[src/rtl/mult_arb_pkg.sv]
// Shared types and widths for the multiplier arbiter.
package mult_arb_pkg;

  localparam int unsigned OPW = 8;
  localparam int unsigned PW  = 16;

  typedef enum logic [2:0] {
    ST_IDLE,
    ST_LAUNCH,
    ST_WAIT_BUSY,
    ST_WAIT_DONE,
    ST_RESP
  } state_e;

endpackage

[src/rtl/mult_arbiter_rr_pick.sv]
// Combinational round-robin picker: first requester at or after ptr_i, wrapping N-1 -> 0.
module rr_pick #(
  parameter int unsigned N   = 4,
  parameter int unsigned IDW = $clog2(N)
) (
  input  logic [N-1:0]   req_i,
  input  logic [IDW-1:0] ptr_i,
  output logic [N-1:0]   gnt_o,
  output logic [IDW-1:0] idx_o,
  output logic           any_o
);

  // Scan requesters in priority order starting at the pointer; keep the first hit.
  always_comb begin
    int unsigned k;
    gnt_o = '0;
    idx_o = '0;
    any_o = 1'b0;
    k     = 0;
    for (int unsigned i = 0; i < N; i++) begin
      k = (32'(ptr_i) + i) % N;
      if (!any_o && req_i[k]) begin
        any_o    = 1'b1;
        gnt_o[k] = 1'b1;
        idx_o    = IDW'(k);
      end
    end
  end

endmodule

[src/rtl/mult_arbiter.sv]
// Round-robin sequencer sharing one sequential Booth multiplier among N requesters.
module mult_arbiter
  import mult_arb_pkg::*;
#(
  parameter int unsigned N   = 4,
  parameter int unsigned IDW = $clog2(N)
) (
  input  logic             clk,
  input  logic             rst,
  input  logic [N-1:0]     req_valid,
  output logic [N-1:0]     req_ready,
  input  logic [OPW*N-1:0] req_a,
  input  logic [OPW*N-1:0] req_b,
  output logic             resp_valid,
  input  logic             resp_ready,
  output logic [IDW-1:0]   resp_id,
  output logic [PW-1:0]    resp_data,
  output logic             mul_start,
  output logic [OPW-1:0]   mul_a,
  output logic [OPW-1:0]   mul_b,
  input  logic [PW-1:0]    mul_out,
  input  logic             mul_busy
);

  state_e         state_q, state_d;
  logic [IDW-1:0] ptr_q, ptr_d;
  logic [IDW-1:0] id_q, id_d;
  logic [OPW-1:0] a_q, a_d;
  logic [OPW-1:0] b_q, b_d;
  logic [PW-1:0]  data_q, data_d;

  logic [N-1:0]   gnt;
  logic [IDW-1:0] gnt_idx;
  logic           gnt_any;
  logic           hs;
  logic [IDW-1:0] ptr_nxt;

  rr_pick #(
    .N   (N),
    .IDW (IDW)
  ) u_rr_pick (
    .req_i (req_valid),
    .ptr_i (ptr_q),
    .gnt_o (gnt),
    .idx_o (gnt_idx),
    .any_o (gnt_any)
  );

  // A stale multiplier run (it has no reset) blocks any new grant until it finishes.
  assign hs      = (state_q == ST_IDLE) && gnt_any && !mul_busy;
  assign ptr_nxt = (32'(gnt_idx) == N - 1) ? '0 : gnt_idx + IDW'(1);

  // State register.
  always_ff @(posedge clk or posedge rst) begin
    if (rst) begin
      state_q <= ST_IDLE;
    end else begin
      state_q <= state_d;
    end
  end

  // Datapath registers: pointer, captured operands, tag and product.
  always_ff @(posedge clk or posedge rst) begin
    if (rst) begin
      ptr_q  <= '0;
      id_q   <= '0;
      a_q    <= '0;
      b_q    <= '0;
      data_q <= '0;
    end else begin
      ptr_q  <= ptr_d;
      id_q   <= id_d;
      a_q    <= a_d;
      b_q    <= b_d;
      data_q <= data_d;
    end
  end

  // Next-state and datapath updates.
  always_comb begin
    state_d = state_q;
    ptr_d   = ptr_q;
    id_d    = id_q;
    a_d     = a_q;
    b_d     = b_q;
    data_d  = data_q;
    unique case (state_q)
      ST_IDLE: begin
        if (hs) begin
          state_d = ST_LAUNCH;
          ptr_d   = ptr_nxt;
          id_d    = gnt_idx;
          a_d     = req_a[OPW*32'(gnt_idx) +: OPW];
          b_d     = req_b[OPW*32'(gnt_idx) +: OPW];
        end
      end
      ST_LAUNCH:    state_d = ST_WAIT_BUSY;
      ST_WAIT_BUSY: if (mul_busy) state_d = ST_WAIT_DONE;
      ST_WAIT_DONE: begin
        if (!mul_busy) begin
          data_d  = mul_out;
          state_d = ST_RESP;
        end
      end
      ST_RESP:      if (resp_ready) state_d = ST_IDLE;
      default:      state_d = ST_IDLE;
    endcase
  end

  // Outputs decoded from state; grant gated by idle and multiplier idle.
  always_comb begin
    req_ready  = '0;
    mul_start  = 1'b0;
    resp_valid = 1'b0;
    if (state_q == ST_IDLE && !mul_busy) req_ready = gnt;
    if (state_q == ST_LAUNCH)            mul_start = 1'b1;
    if (state_q == ST_RESP)              resp_valid = 1'b1;
  end

  assign resp_id   = id_q;
  assign resp_data = data_q;
  assign mul_a     = a_q;
  assign mul_b     = b_q;

endmodule

[config.mk]
export PLATFORM = sky130hd
export DESIGN_NAME = mult_arbiter
export DESIGN_NICKNAME = d
export VERILOG_FILES = /design/src/rtl/mult_arb_pkg.sv /design/src/rtl/mult_arbiter_rr_pick.sv /design/src/rtl/mult_arbiter.sv
export SDC_FILE = /design/constraint.sdc
export NUM_CORES = 1
export LEC_CHECK = 0
export ABC_CLOCK_PERIOD_IN_PS = 4150
export BUFFER_PORTS_ARGS = -buffer_cell sky130_fd_sc_hd__buf_2
export CORE_MARGIN = 2
export CORE_UTILIZATION = 50
export CTS_BUF_LIST = sky130_fd_sc_hd__clkbuf_8
export DETAILED_ROUTE_END_ITERATION = 7
export GPL_ROUTABILITY_DRIVEN = 0
export PLACE_DENSITY = 0.83
export SKIP_CTS_REPAIR_TIMING = 1
export SYNTH_ARGS = -nofsm -noshare
export SYNTH_HDL_FRONTEND = slang
export SYNTH_SLANG_ARGS = --single-unit
[constraint.sdc]
create_clock -name clk -period 4.15 [get_ports clk]
set_input_delay 0.415 -clock clk [delete_from_list [all_inputs] [get_ports clk]]
set_output_delay 0.415 -clock clk [all_outputs]
set_load 0.02 [all_outputs]
## Word-level counts from Yosys, hierarchy flattened

Cells that the tools add are included.

- Word-level logic and storage cells: 88
- Register bits: 39
- Bits of input ports: 88
- Output and inout bits: 40

- Equality and inequality tests: 9
- Add/subtract/negate cells: 4
- Bitwise logic cells: 4
- Multiplexer cells: 37
- Order comparisons: 8
- Reduce and logical (&&, ||, !) cells: 18
- Shift-type cells: 2

Operator list:

| cell | number |
|---|---|
| $shiftx A32 B6 Y8 | 2 |
| $mux W4 | 5 |
| $pmux W3 S5 | 1 |
| $mux W1 | 14 |
| $lt A2 B3 Y1 const B | 4 |
| $mux W3 | 4 |
| $or A4 B4 Y4 | 3 |
| $logic_and A1 B1 Y1 | 10 |
| $mux W2 | 5 |
| $bmux W1 S2 | 4 |
| $demux W1 S2 | 4 |
| $ge A2 B1 Y1 const B | 4 |
| $ne A2 B2 Y1 const B | 4 |
| $eq A3 B2 Y1 const B | 2 |
| $add A2 B1 Y2 const B | 2 |
| $add A2 B2 Y2 const B | 2 |
| $logic_not A1 Y1 | 4 |
| $reduce_and A2 Y1 | 2 |
| $reduce_and A4 Y1 | 1 |
| $eq A3 B1 Y1 const B | 1 |
| $eq A3 B3 Y1 const B | 1 |
| $logic_not A3 Y1 | 1 |
| $eq A2 B2 Y1 const B | 1 |
| $not A1 Y1 | 1 |

## Depth between registers and ports, before layout

Gate-level depths: netlist of run 1.

- Depth after elaboration: 16
- Depth in mapped cells: 14

## Hierarchy

A second synthesis of run 1 with hierarchy kept.

- Cells, all modules: 164
- Area total of the unflattened synthesis: 2448.6 sq um

By module, submodules not included:

| module | times used | cells each | area each (sq um) | sequential area each (sq um) |
|---|---|---|---|---|
| mult_arbiter | 1 | 119 | 2029.4 | 975.9 |
| rr_pick | 1 | 45 | 419.2 | 0.0 |

## Least setup slack after synthesis of run 1

No wires, ideal clock.

- Path type: reg-to-output
- Start: register ptr_q[0]
- End: output req_ready[0]
- Slack: 0.457 ns
- Path buffers: 6
- Stages on the path, launching flop included: 15
- Required time: 3.735 ns
- Data arrival time: 3.278 ns
- Cell sequence: dfrtp_1 > buf_6 > clkbuf_1 > buf_1 > inv_1 > ha_1 > buf_6 > mux4_2 > nor2b_4 > buf_6 > buf_2 > a22oi_1 > nor2_1 > a221oi_1 > nor2_1

- Word-level cells in the longest chain between the ends: 13
- Elaborated cells between the ends (all ways): 48
- Those cells by class: add/sub (3); order compare (8); mux (24); bitwise (3); reduce/logical (10)

Ends and longest elaborated chain:

| item | line | text |
|---|---|---|
| start: declaration | mult_arbiter.sv:26 | `logic [IDW-1:0] ptr_q, ptr_d;` |
| start signal: assignment | mult_arbiter.sv:71 | `ptr_q <= ptr_d;` |
| branches (longest 11 deep; another with $lt A2 B3 Y1) | - |  |
| $mux W4 * | mult_arbiter_rr_pick.sv:22 | `if (!any_o && req_i[k]) begin` |
| $mux W4 * | mult_arbiter.sv:115 | `if (state_q == ST_IDLE && !mul_busy) req_ready = gnt;` |
| end: declaration | mult_arbiter.sv:11 | `output logic [N-1:0] req_ready,` |

Every way passes the cells marked *. The select of a mux whose other input is x is not followed.

## Final worst setup path of run 1

- Start: register ptr_q[1]
- End: output req_ready[0]

The elaborated chain is that of the path after synthesis.

==> flow_metrics.env, run 1 <==
export IMPL_status="completed"
export IMPL_grt_pass1_vias=2786
export IMPL_worstSetupStartpoint="ptr_q[1]"
export IMPL_placedCellCount=490
export IMPL_synth_async_sr_flop_share_pct=100
export IMPL_worstSetupEndpointType="primary output"
export IMPL_boundaryPins=128
export IMPL_wire_length_per_cell_um=17.3
export IMPL_timing_final_setup_violations=0
export IMPL_cts_tree="yes"
export IMPL_timing_setup_critical_path_class="flop to primary output"
export IMPL_final_critical_path_setup_slack_ns=0.435
export IMPL_critPathCapture="req_ready[0]"
export IMPL_drt_pass1_iterations=4
export IMPL_grt_start_max_net_pins=50
export IMPL_yosys_most_used_dff="sky130_fd_sc_hd__dfrtp_1"
export IMPL_mappedNetlistArea_mm2=0.00308
export IMPL_p_per_area_mw_per_mm2=775
export IMPL_syn_nets=405
export IMPL_total_switching_power_uw=1400
export IMPL_num_vias=2941
export IMPL_final_setup_tns_ns=0
export IMPL_critical_r2r_launch="ptr_q[1]"
export IMPL_total_power_uw=2970
export IMPL_synth_lib_cells_used_distinct=53
export IMPL_first_pass_grt_wire_length_um=13300
export IMPL_cts_root_to_sink_buffers=2
export IMPL_final_instance_count_excl_fill=498
export IMPL_timing_critical_path_required_ns=3.73
export IMPL_fmax_ghz=0.269
export IMPL_ctsHtreeMaxLevel=2
export IMPL_core_rowCount=28
export IMPL_fin_crit_ns=3.71
export IMPL_syn_avg_cell_area_um2=9.93
export IMPL_final_layout_size_suffix_gt1_share_pct=47.0
export IMPL_comb_power_share_pct=63.3
export IMPL_dp_slack_ns=0.678
export IMPL_synth_edf_count=0
export IMPL_reg2reg_depth=8
export IMPL_irDropWorstVdd_mv=0.476
export IMPL_synth_seq_cells=39
export IMPL_switching_power_as_a_share_of_total_power_pct=47.0
export IMPL_place_port_buffers=127
export IMPL_maxCapViolCount=0
export IMPL_grt_util_all_layers_pct=25.4
export IMPL_die_w_um=82.5
export IMPL_power_static_leakage_uw=0.00178
export IMPL_worst_clock_skew_ns=0.00923
export IMPL_holdCritPathClass="primary input to asynchronous set/reset pin"
export IMPL_die_h_um=82.5
export IMPL_crit_arrival_ns=3.30
export IMPL_final_antenna_net_count=0
export IMPL_period_utilization_post_route_pct=89.5
export IMPL_synth_yosys_warnings=0
export IMPL_seq_area_frac_synth_pct=31.7
export IMPL_timing_worst_slew_pin_value_ns=1.10
export IMPL_seq_power_share_pct=23.7
export IMPL_floorplan_initialDensity_pct=52.0
export IMPL_final_core_util_pct=64.8
export IMPL_flow_area_growth_from_synthesis_pct=24.6
export IMPL_clk_pin_slew_ns=0.09
export IMPL_num_nets_final=517
export IMPL_reg2reg_to="mul_b[5]"
export IMPL_clk_root_buffer_cell="sky130_fd_sc_hd__clkbuf_8"
export IMPL_path_max_fanout=19
export IMPL_p_int_uw=1570
export IMPL_crit_path_start_kind="flop"
export IMPL_maxSlewHeadroom_pct=26.4
export IMPL_dr_first_iter_drc_count=296
export IMPL_hold_violations_final=0
export IMPL_dp_hpwl_um=6350
export IMPL_unrepaired_setup_endpoints_after_global_routing="no"
export IMPL_drt_wl_total_um=8600
export IMPL_insertion_delay_ns=0.29
export IMPL_antenna_found_initial=0
export IMPL_drt_via_density=5.91
export IMPL_cts_sinks=39
export IMPL_reg2reg_setup_slack_ns=0.66
export IMPL_clock_power_share_pct=12.9
export IMPL_fp_coreArea_mm2=0.00592
export IMPL_grt_overflow=0
export IMPL_floorplan_die_area_mm2=0.00680
export IMPL_drc=0
export IMPL_tritoncts_num_buffers=5
export IMPL_slew_viol_final=0
export IMPL_synthCells=310
export IMPL_num_antenna_cells=0
-- cells in the mapped netlist, types with 3 or more instances --
master / n / area share [%]
sky130_fd_sc_hd__ha_1: 7 / 2.8
sky130_fd_sc_hd__buf_6: 4 / 1.5
sky130_fd_sc_hd__a22oi_1: 5 / 1.2
sky130_fd_sc_hd__a21oi_1: 12 / 2.0
sky130_fd_sc_hd__mux2_2: 19 / 7.0
sky130_fd_sc_hd__mux2_4: 9 / 4.4
sky130_fd_sc_hd__mux2i_1: 16 / 5.2
sky130_fd_sc_hd__dfrtp_1: 39 / 32
sky130_fd_sc_hd__nor3_1: 6 / 0.98
sky130_fd_sc_hd__a221oi_2: 18 / 8.8
sky130_fd_sc_hd__o21ai_0: 10 / 1.6
sky130_fd_sc_hd__nand3_1: 5 / 0.81
sky130_fd_sc_hd__nor2b_1: 4 / 0.81
sky130_fd_sc_hd__nand2_1: 35 / 4.3
sky130_fd_sc_hd__mux4_2: 3 / 2.2
sky130_fd_sc_hd__clkbuf_1: 9 / 1.1
sky130_fd_sc_hd__mux2_1: 3 / 1.1
sky130_fd_sc_hd__buf_2: 8 / 1.3
sky130_fd_sc_hd__nor2_1: 31 / 3.8
sky130_fd_sc_hd__and2_1: 3 / 0.61
sky130_fd_sc_hd__inv_1: 5 / 0.61
sky130_fd_sc_hd__a221oi_1: 11 / 3.1
sky130_fd_sc_hd__a32oi_1: 3 / 0.85
-- area by class of cell --
| type | instances | area, µm² |
|---|---|---|
| Timing Repair Buffer | 131 | 666 |
| Sequential cell | 39 | 977 |
| Multi-Input combinational cell | 240 | 1940 |
| Clock buffer | 5 | 68.8 |
| Tap cell | 75 | 93.8 |
| Inverter | 5 | 18.8 |
| Clock inverter | 3 | 67.6 |
| Fill cell | 483 | 2090 |
-- cell usage in the layout (no fill, tap or decap), types with 4 or more instances in the layout --
master / count
sky130_fd_sc_hd__buf_2: 127
sky130_fd_sc_hd__dfrtp_1: 38
sky130_fd_sc_hd__nand2_1: 35
sky130_fd_sc_hd__nor2_1: 31
sky130_fd_sc_hd__mux2_2: 19
sky130_fd_sc_hd__a221oi_2: 18
sky130_fd_sc_hd__mux2i_1: 16
sky130_fd_sc_hd__a21oi_1: 12
sky130_fd_sc_hd__a221oi_1: 11
sky130_fd_sc_hd__o21ai_0: 10
sky130_fd_sc_hd__mux2_4: 9
sky130_fd_sc_hd__ha_1: 7
sky130_fd_sc_hd__nor3_1: 6
sky130_fd_sc_hd__a22oi_1: 5
sky130_fd_sc_hd__inv_1: 5
sky130_fd_sc_hd__nand3_1: 5
sky130_fd_sc_hd__clkbuf_8: 5
sky130_fd_sc_hd__nor2b_1: 4
sky130_fd_sc_hd__buf_4: 4
-- power groups by stage --
stage / Clock (µW) / Sequential (µW) / Combinational (µW)
after detailed placement: 0 / 700 / 1880
after global routing: 402 / 728 / 2040
after CTS: 389 / 703 / 1880
final: 385 / 705 / 1880
after floorplan: 0 / 891 / 1290
after global placement: 0 / 698 / 1830
-- worst min-delay path by stage --
stage / to / slack, ns / cells past startpoint
2_1_floorplan: state_q[0] / 0.47 / 1
3_3_place_gp: resp_data[4] / 0.44 / 2
3_5_place_dp: resp_data[4] / 0.44 / 2
4_1_cts: resp_data[5] / 0.13 / 2
5_1_grt: mul_a[1] / 0.16 / 2
6_report: mul_a[1] / 0.11 / 2
-- per-stage QoR --
step / hold slack [ns] / cell area, µm²
floorplan: 0.467 / 3080
global placement: 0.437 / 3700
detailed placement: 0.439 / 3700
CTS: 0.131 / 3830
global route: 0.161 / 3830
finish: 0.114 / 3830
-- cells by family after synthesis --
group           after synthesis  synth area share, %
simple gates                 97                 14.8
compound gates               85                 24.8
mux                          50                 19.8
flops                        39                 31.7
buf+inv                      31                 5.69
fa+ha+maj                     7                 2.85
xor+xnor                      1                0.285
-- critical path, stage by stage (launching register included) --
cell and delay [ns]:
sky130_fd_sc_hd__dfrtp_1 0.66, sky130_fd_sc_hd__inv_1 0.16, sky130_fd_sc_hd__ha_1 0.51, sky130_fd_sc_hd__mux4_2 0.63, sky130_fd_sc_hd__nor2b_4 0.43, sky130_fd_sc_hd__a22oi_1 0.15, sky130_fd_sc_hd__nor2_1 0.12, sky130_fd_sc_hd__a221oi_1 0.06
sky130_fd_sc_hd__nor2_1 0.12, sky130_fd_sc_hd__buf_2 0.17
-- metal layers --
layer | part of all wire [%] | GRT usage (%) | wire length [µm]
met1 | 42 | 34.9 | 3650
met2 | 48 | 40.6 | 4150
met3 | 8.9 | 6.85 | 761
met4 | 0.40 | 5.00 | 34
met5 | 0 | 0 | 0
-- flip-flops by register name (all words and copies together) (netlist names) --
| register | count |
|---|---|
| ptr_q | 2 |
| resp_id | 2 |
| resp_data | 16 |
| mul_b | 8 |
| mul_a | 8 |
| state_q | 3 |
Power figures use the tool's default switching activity.
==> run 2: changes to the inputs <==
--- a/config.mk
+++ b/config.mk
@@ -5,14 +5,15 @@
 export SDC_FILE = /design/constraint.sdc
 export NUM_CORES = 1
 export LEC_CHECK = 0
-export ABC_CLOCK_PERIOD_IN_PS = 4150
+export ABC_CLOCK_PERIOD_IN_PS = 4800
 export BUFFER_PORTS_ARGS = -buffer_cell sky130_fd_sc_hd__buf_2
 export CORE_MARGIN = 2
-export CORE_UTILIZATION = 50
+export CORE_UTILIZATION = 54
 export CTS_BUF_LIST = sky130_fd_sc_hd__clkbuf_8
 export DETAILED_ROUTE_END_ITERATION = 7
 export GPL_ROUTABILITY_DRIVEN = 0
-export PLACE_DENSITY = 0.83
+export HOLD_SLACK_MARGIN = 0.03
+export PLACE_DENSITY = 0.89
 export SKIP_CTS_REPAIR_TIMING = 1
 export SYNTH_ARGS = -nofsm -noshare
 export SYNTH_HDL_FRONTEND = slang
==> constraint.sdc (replaced) <==
create_clock -name clk -period 4.8 [get_ports clk]
set_input_delay 0.48 -clock clk [delete_from_list [all_inputs] [get_ports clk]]
set_output_delay 0.48 -clock clk [all_outputs]
set_load 0.02 [all_outputs]
==> flow_metrics.env, run 2 (synthesis results as in run 1) <==
export IMPL_tritoncts_num_buffers=5
export IMPL_reg2reg_to="mul_b[3]"
export IMPL_total_switching_power_uw=1210
export IMPL_timing_critical_path_required_ns=4.32
export IMPL_grt_pass1_vias=3029
export IMPL_grt_overflow=0
export IMPL_final_critical_path_setup_slack_ns=1.01
export IMPL_hold_violations_final=0
export IMPL_irDropWorstVdd_mv=0.371
export IMPL_drt_via_density=6.08
export IMPL_dp_hpwl_um=6440
export IMPL_timing_worst_slew_pin_value_ns=1.11
export IMPL_p_int_uw=1250
export IMPL_antenna_found_initial=0
export IMPL_slew_viol_final=0
export IMPL_drt_pass1_iterations=4
export IMPL_timing_setup_critical_path_class="flop to primary output"
export IMPL_critical_r2r_launch="ptr_q[1]"
export IMPL_drc=0
export IMPL_holdCritPathClass="primary input to asynchronous set/reset pin"
export IMPL_comb_power_share_pct=66.3
export IMPL_grt_util_all_layers_pct=28.4
export IMPL_met3RoutedLength_um=778
export IMPL_final_setup_tns_ns=0
export IMPL_wirelength_met1_um=3550
export IMPL_maxCapViolCount=0
export IMPL_drt_wl_total_um=8630
export IMPL_cts_root_to_sink_buffers=2
export IMPL_switching_power_as_a_share_of_total_power_pct=49.0
export IMPL_path_max_fanout=19
export IMPL_crit_path_start_kind="flop"
export IMPL_core_rowCount=27
export IMPL_max_ffs_per_register=16
export IMPL_maxSlewHeadroom_pct=26.3
export IMPL_p_per_area_mw_per_mm2=652
export IMPL_top_signal_layer_used="met4"
export IMPL_clk_pin_slew_ns=0.08
export IMPL_fp_coreArea_mm2=0.00551
export IMPL_wire_length_per_cell_um=17.4
export IMPL_dp_slack_ns=1.32
export IMPL_power_static_leakage_uw=0.00176
export IMPL_num_nets_final=517
export IMPL_reg2reg_depth=8
export IMPL_timing_final_setup_violations=0
export IMPL_fin_crit_ns=3.79
export IMPL_num_antenna_cells=0
export IMPL_dr_first_iter_drc_count=307
export IMPL_die_w_um=79.5
export IMPL_worstSetupEndpointType="primary output"
export IMPL_floorplan_initialDensity_pct=55.9
export IMPL_crit_arrival_ns=3.31
export IMPL_flow_area_growth_from_synthesis_pct=22.8
export IMPL_final_common_cell="sky130_fd_sc_hd__buf_2"
export IMPL_unrepaired_setup_endpoints_after_global_routing="no"
export IMPL_final_antenna_net_count=0
export IMPL_seq_power_share_pct=24.7
export IMPL_boundaryPins=128
export IMPL_clk_root_buffer_cell="sky130_fd_sc_hd__clkbuf_8"
export IMPL_clock_power_share_pct=9.0
export IMPL_grt_start_max_net_pins=50
export IMPL_most_common_layout_cells="127 x sky130_fd_sc_hd__buf_2, 38 x sky130_fd_sc_hd__dfrtp_1, 35 x sky130_fd_sc_hd__nand2_1"
export IMPL_fmax_ghz=0.264
export IMPL_place_port_buffers=127
export IMPL_insertion_delay_ns=0.30
export IMPL_reg2reg_setup_slack_ns=1.26
export IMPL_period_utilization_post_route_pct=79.0
export IMPL_status="completed"
export IMPL_cts_sinks=39
export IMPL_ctsHtreeMaxLevel=2
export IMPL_final_layout_size_suffix_gt1_share_pct=46.8
export IMPL_cts_tree="yes"
export IMPL_worst_clock_skew_ns=0.00985
export IMPL_floorplan_die_area_mm2=0.00632
export IMPL_num_vias=3010
export IMPL_met2_length_um=4150
export IMPL_first_pass_grt_wire_length_um=14300
export IMPL_die_h_um=79.5
run 2: changes by cell type in the layout (fill, tap and decap cells not counted), sizes merged:
| cell | previous run | this run |
|---|---|---|
| bufinv | 2 | 0 |
| clkinv | 0 | 1 |
| inv | 5 | 6 |
run 2: worst max path at each step:
| stage | startpoint | endpoint | slack (ns) | depth (start not counted) |
|---|---|---|---|---|
| floorplan | ptr_q[0] | req_ready[0] | 1.04 | 14 |
| global placement | ptr_q[1] | req_ready[1] | 1.51 | 9 |
| detailed placement | ptr_q[1] | mul_b[3] | 1.32 | 8 |
| CTS | ptr_q[1] | req_ready[3] | 1.04 | 9 |
| global route | ptr_q[1] | req_ready[0] | 0.78 | 9 |
| finish | ptr_q[1] | req_ready[0] | 1.01 | 9 |
run 2: through the flow:
step	utilization, %	power [µW]	hold slack, ns	instance area, µm²	std cells
2_1_floorplan	-	1880	0.467	3080	310
3_3_place_gp	67.1	2170	0.472	3690	487
3_5_place_dp	67.1	2240	0.481	3690	487
4_1_cts	68.6	2460	0.312	3780	495
5_1_grt	68.6	2640	0.345	3780	495
6_report	68.6	2460	0.293	3780	495
run 2: layer usage:
| layer | vias up | global-route usage [%] |
|---|---|---|
| met5 | - | 0 |
| met4 | 0 | 10.0 |
| met2 | 151 | 47.3 |
| met1 | 1442 | 35.4 |
| li1 | 1399 | - |
| met3 | 18 | 7.69 |
run 2: cell type report:
class,instances,area (µm²)
Clock buffer,5,68.8
Clock inverter,3,16.3
Fill cell,444,1730
Inverter,5,18.8
Multi-Input combinational cell,240,1940
Sequential cell,39,977
Tap cell,72,90.1
Timing Repair Buffer,131,666
run 2: power groups by stage:
| stage | logic (µW) | registers (µW) | clock network [µW] |
|---|---|---|---|
| 2_1_floorplan | 1110 | 770 | 0 |
| 3_3_place_gp | 1570 | 600 | 0 |
| 3_5_place_dp | 1630 | 610 | 0 |
| 4_1_cts | 1630 | 607 | 223 |
| 5_1_grt | 1780 | 628 | 236 |
| 6_report | 1630 | 608 | 221 |
run 2: worst max-delay path, stage by stage (launching register included):
cell	delay (ns)
sky130_fd_sc_hd__dfrtp_1	0.66
sky130_fd_sc_hd__inv_1	0.16
sky130_fd_sc_hd__ha_1	0.51
sky130_fd_sc_hd__mux4_2	0.63
sky130_fd_sc_hd__nor2b_4	0.44
sky130_fd_sc_hd__a22oi_1	0.13
sky130_fd_sc_hd__nor2_1	0.14
sky130_fd_sc_hd__a221oi_1	0.07
sky130_fd_sc_hd__nor2_1	0.11
sky130_fd_sc_hd__buf_2	0.17
